--- src/rtl/sdk_print_uplink.sv ---
// Core-to-host print channel: buffers core bytes in a small FIFO and frames them into
// {8'hA5, N} + payload-word packets on the shared SDK FIFO write port.
module sdk_print_uplink #(
  parameter int unsigned DEPTH_LOG2    = 4,
  parameter int unsigned MAX_BURST     = 8,
  parameter int unsigned FLUSH_TIMEOUT = 255
) (
  input  logic                SDK_CLK,
  input  logic                SDK_RSTN,
  input  logic                tf_push_i,
  input  logic [7:0]          print_data_i,
  output logic                tx_req_o,
  input  logic                tx_grant_i,
  output logic                SDK_FIFO_WR,
  output logic [15:0]         SDK_FIFO_DO,
  input  logic                SDK_FIFO_Full,
  output logic                SDK_Interrupt,
  output logic                overflow_o,
  output logic [DEPTH_LOG2:0] level_o
);

  localparam int unsigned Depth  = 2 ** DEPTH_LOG2;
  localparam int unsigned TimerW = $clog2(FLUSH_TIMEOUT + 1);

  typedef logic [DEPTH_LOG2-1:0] ptr_t;
  typedef logic [DEPTH_LOG2:0]   lvl_t;
  typedef logic [TimerW-1:0]     tmr_t;

  localparam lvl_t DepthL   = lvl_t'(Depth);
  localparam lvl_t BurstL   = lvl_t'(MAX_BURST);
  localparam tmr_t TimeoutL = tmr_t'(FLUSH_TIMEOUT);

  typedef enum logic [1:0] {StIdle, StHdr, StData, StDone} state_e;

  state_e      state_q, state_d;
  logic [7:0]  mem_q [Depth];
  ptr_t        wr_ptr_q, rd_ptr_q, rd_ptr_nx;
  lvl_t        level_q, level_d;
  tmr_t        timer_q, timer_d;
  logic [7:0]  n_q, n_d;
  logic [7:0]  rem_q, rem_d;
  logic [15:0] do_q, do_d;
  logic        ovf_q;
  logic [1:0]  pop_cnt;
  logic        push_ok;
  logic        wr;

  assign rd_ptr_nx = rd_ptr_q + ptr_t'(1);
  assign wr = ((state_q == StHdr) || (state_q == StData)) && tx_grant_i && !SDK_FIFO_Full;

  // rem_q counts payload bytes not yet written, including the word currently in do_q.
  always_comb begin
    state_d = state_q;
    n_d     = n_q;
    rem_d   = rem_q;
    do_d    = do_q;
    pop_cnt = 2'd0;
    case (state_q)
      StIdle: begin
        if ((level_q >= BurstL) || ((level_q != '0) && (timer_q == TimeoutL))) begin
          n_d     = (level_q >= BurstL) ? 8'(MAX_BURST) : 8'(level_q);
          do_d    = {8'hA5, n_d};
          state_d = StHdr;
        end
      end
      StHdr: begin
        if (wr) begin
          rem_d   = n_q;
          pop_cnt = (n_q == 8'd1) ? 2'd1 : 2'd2;
          state_d = StData;
        end
      end
      StData: begin
        if (wr) begin
          rem_d = rem_q - ((rem_q >= 8'd2) ? 8'd2 : 8'd1);
          if (rem_d == 8'd0) begin
            state_d = StDone;
          end else begin
            pop_cnt = (rem_d == 8'd1) ? 2'd1 : 2'd2;
          end
        end
      end
      StDone:  state_d = StIdle;
      default: state_d = StIdle;
    endcase
    if (pop_cnt != 2'd0) begin
      do_d = {mem_q[rd_ptr_q], (pop_cnt == 2'd2) ? mem_q[rd_ptr_nx] : 8'h00};
    end
  end

  // A push into a full FIFO still lands if a word load frees space in the same cycle.
  always_comb begin
    push_ok = tf_push_i && ((level_q != DepthL) || (pop_cnt != 2'd0));
    level_d = level_q + lvl_t'(push_ok) - lvl_t'(pop_cnt);
    if (tf_push_i || (level_q == '0)) begin
      timer_d = '0;
    end else if (timer_q != TimeoutL) begin
      timer_d = timer_q + tmr_t'(1);
    end else begin
      timer_d = timer_q;
    end
  end

  always_ff @(posedge SDK_CLK) begin
    if (push_ok) begin
      mem_q[wr_ptr_q] <= print_data_i;
    end
  end

  always_ff @(posedge SDK_CLK or negedge SDK_RSTN) begin
    if (!SDK_RSTN) begin
      state_q  <= StIdle;
      wr_ptr_q <= '0;
      rd_ptr_q <= '0;
      level_q  <= '0;
      timer_q  <= '0;
      n_q      <= '0;
      rem_q    <= '0;
      do_q     <= '0;
      ovf_q    <= 1'b0;
    end else begin
      state_q  <= state_d;
      level_q  <= level_d;
      timer_q  <= timer_d;
      n_q      <= n_d;
      rem_q    <= rem_d;
      do_q     <= do_d;
      rd_ptr_q <= rd_ptr_q + ptr_t'(pop_cnt);
      if (push_ok) begin
        wr_ptr_q <= wr_ptr_q + ptr_t'(1);
      end
      if (tf_push_i && !push_ok) begin
        ovf_q <= 1'b1;
      end
    end
  end

  assign tx_req_o      = (state_q == StHdr) || (state_q == StData);
  assign SDK_FIFO_WR   = wr;
  assign SDK_FIFO_DO   = do_q;
  assign SDK_Interrupt = (state_q == StDone);
  assign overflow_o    = ovf_q;
  assign level_o       = level_q;

endmodule
--- config.mk ---
export PLATFORM = sky130hd
export DESIGN_NAME = sdk_print_uplink
export DESIGN_NICKNAME = d
export VERILOG_FILES = /design/src/rtl/sdk_print_uplink.sv
export SDC_FILE = /design/constraint.sdc
export NUM_CORES = 1
export LEC_CHECK = 0
export BUFFER_PORTS_ARGS = -buffer_cell sky130_fd_sc_hd__buf_2
export CORE_UTILIZATION = 45
export DETAILED_ROUTE_END_ITERATION = 8
export PLACE_DENSITY = 0.58
export SLEW_MARGIN = 30
export SYNTH_ARGS = -nofsm -noshare
export SYNTH_HDL_FRONTEND = slang
export SYNTH_SLANG_ARGS = --single-unit
--- constraint.sdc ---
create_clock -name SDK_CLK -period 5.9 [get_ports SDK_CLK]
set_input_delay 0.59 -clock SDK_CLK [delete_from_list [all_inputs] [get_ports SDK_CLK]]
set_output_delay 0.59 -clock SDK_CLK [all_outputs]
set_load 0.005 [all_outputs]
==> results of run 1 <==
## flip-flops by register name (all words and copies together) (netlist names)
signal       count
overflow_o       1
n_q              5
level_o          5
state_q          2
SDK_FIFO_DO     16
mem_q          128
timer_q          8
rem_q            8
rd_ptr_q         4
wr_ptr_q         4
## final cells by class
| class | instances | area share [%] |
|---|---|---|
| timing repair buffer | 49 | 2.74 |
| clock inverter | 15 | 1.72 |
| multi-input combinational | 324 | 35.0 |
| sequential | 181 | 51.6 |
| clock buffer | 17 | 4.24 |
| tap | 265 | 3.31 |
| inverter | 37 | 1.40 |
## how the worst max path moves through the flow
stage	from	endpoint	slack, ns	cells past startpoint
floorplan	rem_q[4]	level_o[4]	1.33	21
global placement	rem_q[4]	level_o[4]	1.15	20
detailed placement	rem_q[4]	level_o[4]	1.02	20
CTS	rem_q[4]	level_o[4]	0.97	20
global route	rem_q[4]	level_o[4]	0.74	20
finish	rem_q[4]	level_o[4]	0.95	20
## cells in the mapped netlist (2+ instances only)
cell type	instances	area, um2
a22o_1	9	78.8
mux4_1	13	342
nor4b_1	2	17.5
mux4_2	58	1310
o22ai_1	4	25.0
o21a_1	3	22.5
nor4_1	7	43.8
buf_6	6	67.6
xor2_1	8	70.1
buf_2	11	55.1
or3_1	2	12.5
and2_1	10	62.6
and3_1	2	12.5
clkbuf_1	7	26.3
fa_1	3	60.1
clkbuf_8	3	41.3
a21oi_1	13	65.1
edfxtp_1	128	3840
a31oi_1	8	50.1
o31ai_1	2	15.0
dfrtp_1	53	1330
nor3b_1	2	15.0
nor3_1	8	40.0
o21ai_0	15	75.1
nand4_1	2	12.5
a21o_1	2	15.0
nor2_1	24	90.1
a32o_1	7	70.1
nand2b_1	3	18.8
mux2i_1	17	170
o41ai_1	2	17.5
nand2_1	33	124
xnor2_1	6	52.6
ha_1	23	288
buf_4	4	30.0
inv_1	36	135
nand3_1	13	65.1
## where the power goes
group,switching (mW),internal [mW]
registers,0.223,1.60
clock network,0.542,0.612
logic,1.08,0.959
## layout by cell type, fill, tap and decap left out, types with 5 or more instances in the layout
cell	count
dfrtp_1	52
inv_1	36
inv_6	7
clkbuf_16	17
a22o_1	9
a21oi_1	13
o21ai_0	14
xnor2_1	5
nor2_1	20
a32o_1	7
mux2i_1	17
mux4_1	13
inv_8	5
nand3_1	13
ha_1	22
edfxtp_1	128
nand2_1	33
xor2_1	7
nor4_1	7
nor3_1	8
mux4_2	58
buf_2	37
a31oi_1	8
and2_1	10
buf_4	12
## cell families after synthesis
group,after synthesis
simple gates,118
xor+xnor,14
flops,181
mux,90
buf+inv,69
fa+ha+maj,26
compound gates,76
## metal layers
layer  global-route usage [%]  part of all wire, %  wire length (um)
met5                        0                    0                 0
met4                     5.99                  1.3               267
met3                     4.67                  4.5               926
met2                     33.2                   49             10000
met1                     30.4                   45              9280
## metrics by stage
stage	cells	util, %
after floorplan	574	-
after global placement	856	48.0
after detailed placement	856	48.1
after CTS	888	51.2
after global routing	888	51.2
final	888	51.2
==> flow_summary_export.csv, run 1 <==
group,metric,value,unit
run_status,outcome,"completed",
sta,rsz0062_at_grt,"no",
placement,place_congestion,0.800,
routing,ant_nets,0,
floorplan,num_io_pins,38,
cts,cts.sinks,181,
placement,placed_area,9420,um2
power,power,5.02,mW
sta,skew,0.0130,ns
final_layout,nFillCells,1632,
power,power.density,500,nW/um2
final_layout,multi_input_area,3510,um2
cts,ctsResizeCount,0,
cts,hold_buffers,0,
synth,syn-cell-area,9030,um2
min_path,min_path_type,"primary input to asynchronous set/reset pin",
cts,post_cts.repair.setup_buffers,0,
synth,synth-main-ff-cell,"edfxtp_1",
synth,synth_fa_ha_area_share,3.85,%
synth,avgSynthCellArea,15.7,um2
final_layout,final_cell_area,10000,um2
sta,period_share,83.9,%
critical_path,max_stage_delay,0.71,ns
grt,antenna_found_initial,0,
grt,grt_use_total,21.4,%
sta,fin_hold_ws,0.278,ns
synth,synth_seq_cells,181,
floorplan,fp.dieW,144,um
critical_path,path_cells,"or4_2, or4_1, inv_1, ha_1, fa_1, xnor2_1, nand4b_1, or4_4, a22o_4, clkinv_2, ha_1, inv_1, ha_1, inv_1, fa_1, inv_1, a21oi_1, nor2_1, nor2_1, xor2_1",
cts,clock_latency,0.43,ns
grt,overflow,0,
critical_path,crit_path_frequent_cell,"inv_1",
sta,finalSetupViolations,0,
routing,totalWireLength,20500,um
grt,grt_pass1_wl,31100,um
synth,synthesis.nets,613,
synth,synth_cells,574,
sta,timing.fmax,202,MHz
final_layout,final_nets,649,
floorplan,start_util,46.1,%
placement,preCtsSetupSlack,1.02,ns
sta,worst_slack,0.950,ns
routing,vias_per_cell,5.92,
sta,fin_tns_setup,0,ns
critical_path,end_kind,"register",
synth,ys_seq_area_share,57.3,%
grt,grt_start_max_net_pins,54,
synth,synth_edf_count,128,
synth,yosys_warnings,0,
final_layout,seq_area,5170,um2
sta,hold_viol_final,0,
run,drv_cap,0,
final_layout,diodes,0,
critical_path,regToRegEndpoint,"level_o[4]",
synth,muxShareOfSynthArea,20.5,%
power,p_leak,3.73,nW
cts,cts_tree,"yes",
synth,synth-compound-area-share,6.17,%
critical_path,ff2ff_setup_slack,0.95,ns
floorplan,die_y,144,um
grt,grt_pass1_vias,5114,
floorplan,rows,51,
sta,slew_headroom,38.0,%
synth,synthSimpleGateAreaFrac,6.68,%
sta,drv_slew,0,
floorplan,dieArea,20600,um2
critical_path,r2r_start,"rem_q[4]",
critical_path,crit_type,"register to register",
placement,io_buffers,37,
critical_path,crit_required,6.22,ns
cts,numCtsBuffers,17,
cts,path_clk_slew,0.08,ns
final_layout,drive_above_1_share,25.8,%
critical_path,path_buf_inv,5,
sta,tightest_slew,0.930,ns
floorplan,core-area,19600,um2
cts,clock-root-buffer,"clkbuf_16",
cts,clockBufferDepth,2,
placement,dp_hpwl,14100,um
routing,wl_per_cell,23.1,um
routing,num_vias,5258,
critical_path,reg2reg_depth,20,
routing,first_pass_iters,5,
critical_path,start_kind,"register",
final_layout,area_delta_synth_final,11.1,%
cts,h-tree-depth,4,
synth,async_reset_ff_share,29.3,%
synth,synth_xor_area_share,1.36,%
synth,synth_top_family_by_area,"multiplexers",
power,ir_worst_vdd,236,uV
routing,dr.first_iter.drc_count,448,
critical_path,critPathArrivalTime,5.27,ns
sta,period_needed,4.95,ns
critical_path,cp_slowest_cell,"or4_2",
critical_path,crit_family,"simple AND/OR/NAND/NOR gates",
routing,route.detailed.drc,0,
synth,ys_types,62,
critical_path,crit_fanout,9,
Power figures use the tool's default switching activity.
==> run 2: changes to the inputs <==
--- a/config.mk
+++ b/config.mk
@@ -5,10 +5,11 @@
 export SDC_FILE = /design/constraint.sdc
 export NUM_CORES = 1
 export LEC_CHECK = 0
+export ABC_AREA = 1
 export BUFFER_PORTS_ARGS = -buffer_cell sky130_fd_sc_hd__buf_2
 export CORE_UTILIZATION = 45
 export DETAILED_ROUTE_END_ITERATION = 8
-export PLACE_DENSITY = 0.58
+export PLACE_DENSITY = 0.61
 export SLEW_MARGIN = 30
 export SYNTH_ARGS = -nofsm -noshare
 export SYNTH_HDL_FRONTEND = slang
==> constraint.sdc (replaced) <==
create_clock -name SDK_CLK -period 4.5 [get_ports SDK_CLK]
set_input_delay 0.45 -clock SDK_CLK [delete_from_list [all_inputs] [get_ports SDK_CLK]]
set_output_delay 0.45 -clock SDK_CLK [all_outputs]
set_load 0.005 [all_outputs]
==> flow_summary_export.csv, run 2 <==
group,metric,value,unit
synth,async_reset_ff_share,29.3,%
sta,skew,0.0116,ns
routing,ant_nets,0,
power,power.density,633,nW/um2
placement,dp_hpwl,15000,um
cts,path_clk_slew,0.07,ns
floorplan,fp.dieW,145,um
sta,period_share,87.5,%
synth,syn-cell-area,9200,um2
grt,grt_pass1_wl,36200,um
placement,io_buffers,37,
critical_path,crit_type,"register to register",
synth,synth_edf_count,128,
sta,period_needed,3.94,ns
grt,grt_start_max_net_pins,84,
critical_path,path_cells,"nor2_2, nand4_1, inv_1, ha_1, fa_1, xor2_1, nor2_1, nand2_1, nor2_2, nand4_1, nand2_2, nor2_8, nand2_4, nand2_4, ha_1, inv_1, ha_1, inv_1, fa_1, o21ai_0, a21oi_1, xor2_1",
critical_path,crit_family,"adder cells",
final_layout,final_cell_mix,"nand2_1 (163), edfxtp_1 (128), o21ai_0 (106)",
cts,clock_latency,0.44,ns
sta,tightest_slew,0.957,ns
run,drv_cap,0,
critical_path,cp_slowest_cell,"fa_1",
floorplan,dieArea,21000,um2
routing,num_vias,7164,
synth,ys_top_cells_by_area,"edfxtp_1 (42%), dfrtp_1 (14%), nand2_1 (6.6%), o21ai_0 (5.8%), nand3_1 (5.1%)",
cts,cts.sinks,181,
sta,hold_viol_final,0,
power,p_leak,4.14,nW
cts,cts_tree,"yes",
floorplan,num_io_pins,38,
sta,fin_tns_setup,0,ns
grt,overflow,0,
final_layout,area_delta_synth_final,11.7,%
synth,synth-main-ff-cell,"edfxtp_1",
final_layout,layout_commonest_cell,"nand2_1",
synth,synthesis.nets,1028,
min_path,min_path_type,"primary input to asynchronous set/reset pin",
critical_path,end_kind,"register",
routing,totalWireLength,22900,um
critical_path,reg2reg_depth,22,
cts,post_cts.repair.setup_buffers,0,
sta,finalSetupViolations,0,
sta,fin_hold_ws,0.121,ns
sta,rsz0062_at_grt,"no",
cts,ctsResizeCount,0,
synth,avgSynthCellArea,9.30,um2
routing,vias_per_cell,5.53,
sta,slew_headroom,35.4,%
grt,antenna_found_initial,0,
synth,yosysTopAreaCell,"edfxtp_1",
final_layout,largest_register_ffs,128,
run_status,outcome,"completed",
grt,grt_use_total,22.5,%
critical_path,start_kind,"register",
floorplan,die_y,145,um
critical_path,critPathArrivalTime,4.26,ns
critical_path,regToRegEndpoint,"level_o[4]",
cts,hold_buffers,0,
cts,clock-root-buffer,"clkbuf_16",
cts,numCtsBuffers,17,
sta,timing.fmax,254,MHz
synth,synth_cells,989,
sta,drv_slew,0,
cts,clockBufferDepth,2,
final_layout,final_nets,1058,
synth,ys_types,42,
synth,synth_seq_cells,181,
floorplan,core-area,19800,um2
power,ir_worst_vdd,303,uV
critical_path,crit_required,4.82,ns
critical_path,r2r_start,"rem_q[2]",
final_layout,largest-register,"mem_q",
critical_path,crit_fanout,21,
routing,route.detailed.drc,0,
cts,h-tree-depth,4,
grt,grt_pass1_vias,6601,
synth,yosysMostFrequentCell,"nand2_1",
synth,yosys_warnings,0,
critical_path,max_stage_delay,0.44,ns
final_layout,diodes,0,
floorplan,start_util,46.5,%
routing,wl_per_cell,17.7,um
routing,dr.first_iter.drc_count,786,
critical_path,ff2ff_setup_slack,0.56,ns
floorplan,rows,51,
placement,place_congestion,0.888,
synth,synth_common_cells,"nand2_1 (163), edfxtp_1 (128), o21ai_0 (106), nor2_1 (103), nand3_1 (93)",
critical_path,path_buf_inv,3,
synth,ys_seq_area_share,56.2,%
synth,yosysTopAreaCellShare,41.8,%
routing,first_pass_iters,5,
final_layout,drive_above_1_share,11.3,%
==> run 2: cell count changes after synthesis, moves of 41 or more <==
cell     before  now
inv_1        36   77
mux4_2       58    0
a21oi_1      13   90
nand2_1      33  163
nand3_1      13   93
nor2_1       24  103
o21ai_0      15  106
==> run 2: how the worst max path moves through the flow <==
stage / to / cells after the start / slack [ns] / start
2_1_floorplan: level_o[4] / 23 / 0.83 / rem_q[2]
3_3_place_gp: level_o[4] / 22 / 0.62 / rem_q[2]
3_5_place_dp: level_o[4] / 22 / 0.55 / rem_q[2]
4_1_cts: level_o[4] / 22 / 0.54 / rem_q[2]
5_1_grt: level_o[4] / 22 / 0.12 / rem_q[4]
6_report: level_o[4] / 22 / 0.56 / rem_q[2]
==> run 2: metrics by stage <==
stage | instances | util (%) | area [um2] | total power [mW] | setup WS (ns)
final | 1296 | 51.9 | 10300 | 6.51 | 0.561
after detailed placement | 1265 | 49.0 | 9700 | 5.06 | 0.552
after floorplan | 989 | - | 9200 | 4.14 | 0.827
after global placement | 1265 | 49.0 | 9700 | 5.03 | 0.623
after CTS | 1296 | 51.9 | 10300 | 6.50 | 0.538
after global routing | 1296 | 51.9 | 10300 | 6.97 | 0.122
==> run 2: power by group <==
part | internal [mW] | switching [mW] | leakage [nW]
Sequential | 2.07 | 0.214 | 1.82
Clock | 0.775 | 0.673 | 0.271
Combinational | 0.922 | 1.85 | 2.05
==> run 2: logic make-up (layout without fill, tap and decap cells) <==
group,Yosys count,count (layout),synth area share [%]
AOI/OAI and AO/OA,255,255,15.3
xor gates and xnor gates,11,11,1.13
adders and majority gates,26,26,3.78
buffers and inverters,136,178,5.90
DFF,181,181,56.2
and+or+nand+nor,380,380,17.7
==> run 2: final cells by class <==
class	count	area, um2
clock inverters	14	139
inverters	82	309
well taps	265	332
fillers	1857	9510
multi-input cells	672	3500
flip-flops and latches	181	5170
clock buffers	17	425
repair buffers	65	395
==> run 2: metal layers <==
layer / track usage [%] / vias to the layer above / part of all wire (%)
li1: - / 3491 / -
met4: 8.40 / 0 / 1.9
met3: 4.34 / 31 / 7.5
met1: 31.6 / 3372 / 46
met5: 0 / - / 0
met2: 34.5 / 270 / 44
==> run 2: worst register-to-register path, cell delays in order, from the launching register on <==
cell and delay [ns]:
dfrtp_1 0.43, nor2_2 0.09, nand4_1 0.12, inv_1 0.09
ha_1 0.21, fa_1 0.44, xor2_1 0.18, nor2_1 0.10
nand2_1 0.06, nor2_2 0.13, nand4_1 0.13, nand2_2 0.18
nor2_8 0.06, nand2_4 0.09, nand2_4 0.14, ha_1 0.32
inv_1 0.05, ha_1 0.15, inv_1 0.05, fa_1 0.39
o21ai_0 0.18, a21oi_1 0.09, xor2_1 0.14
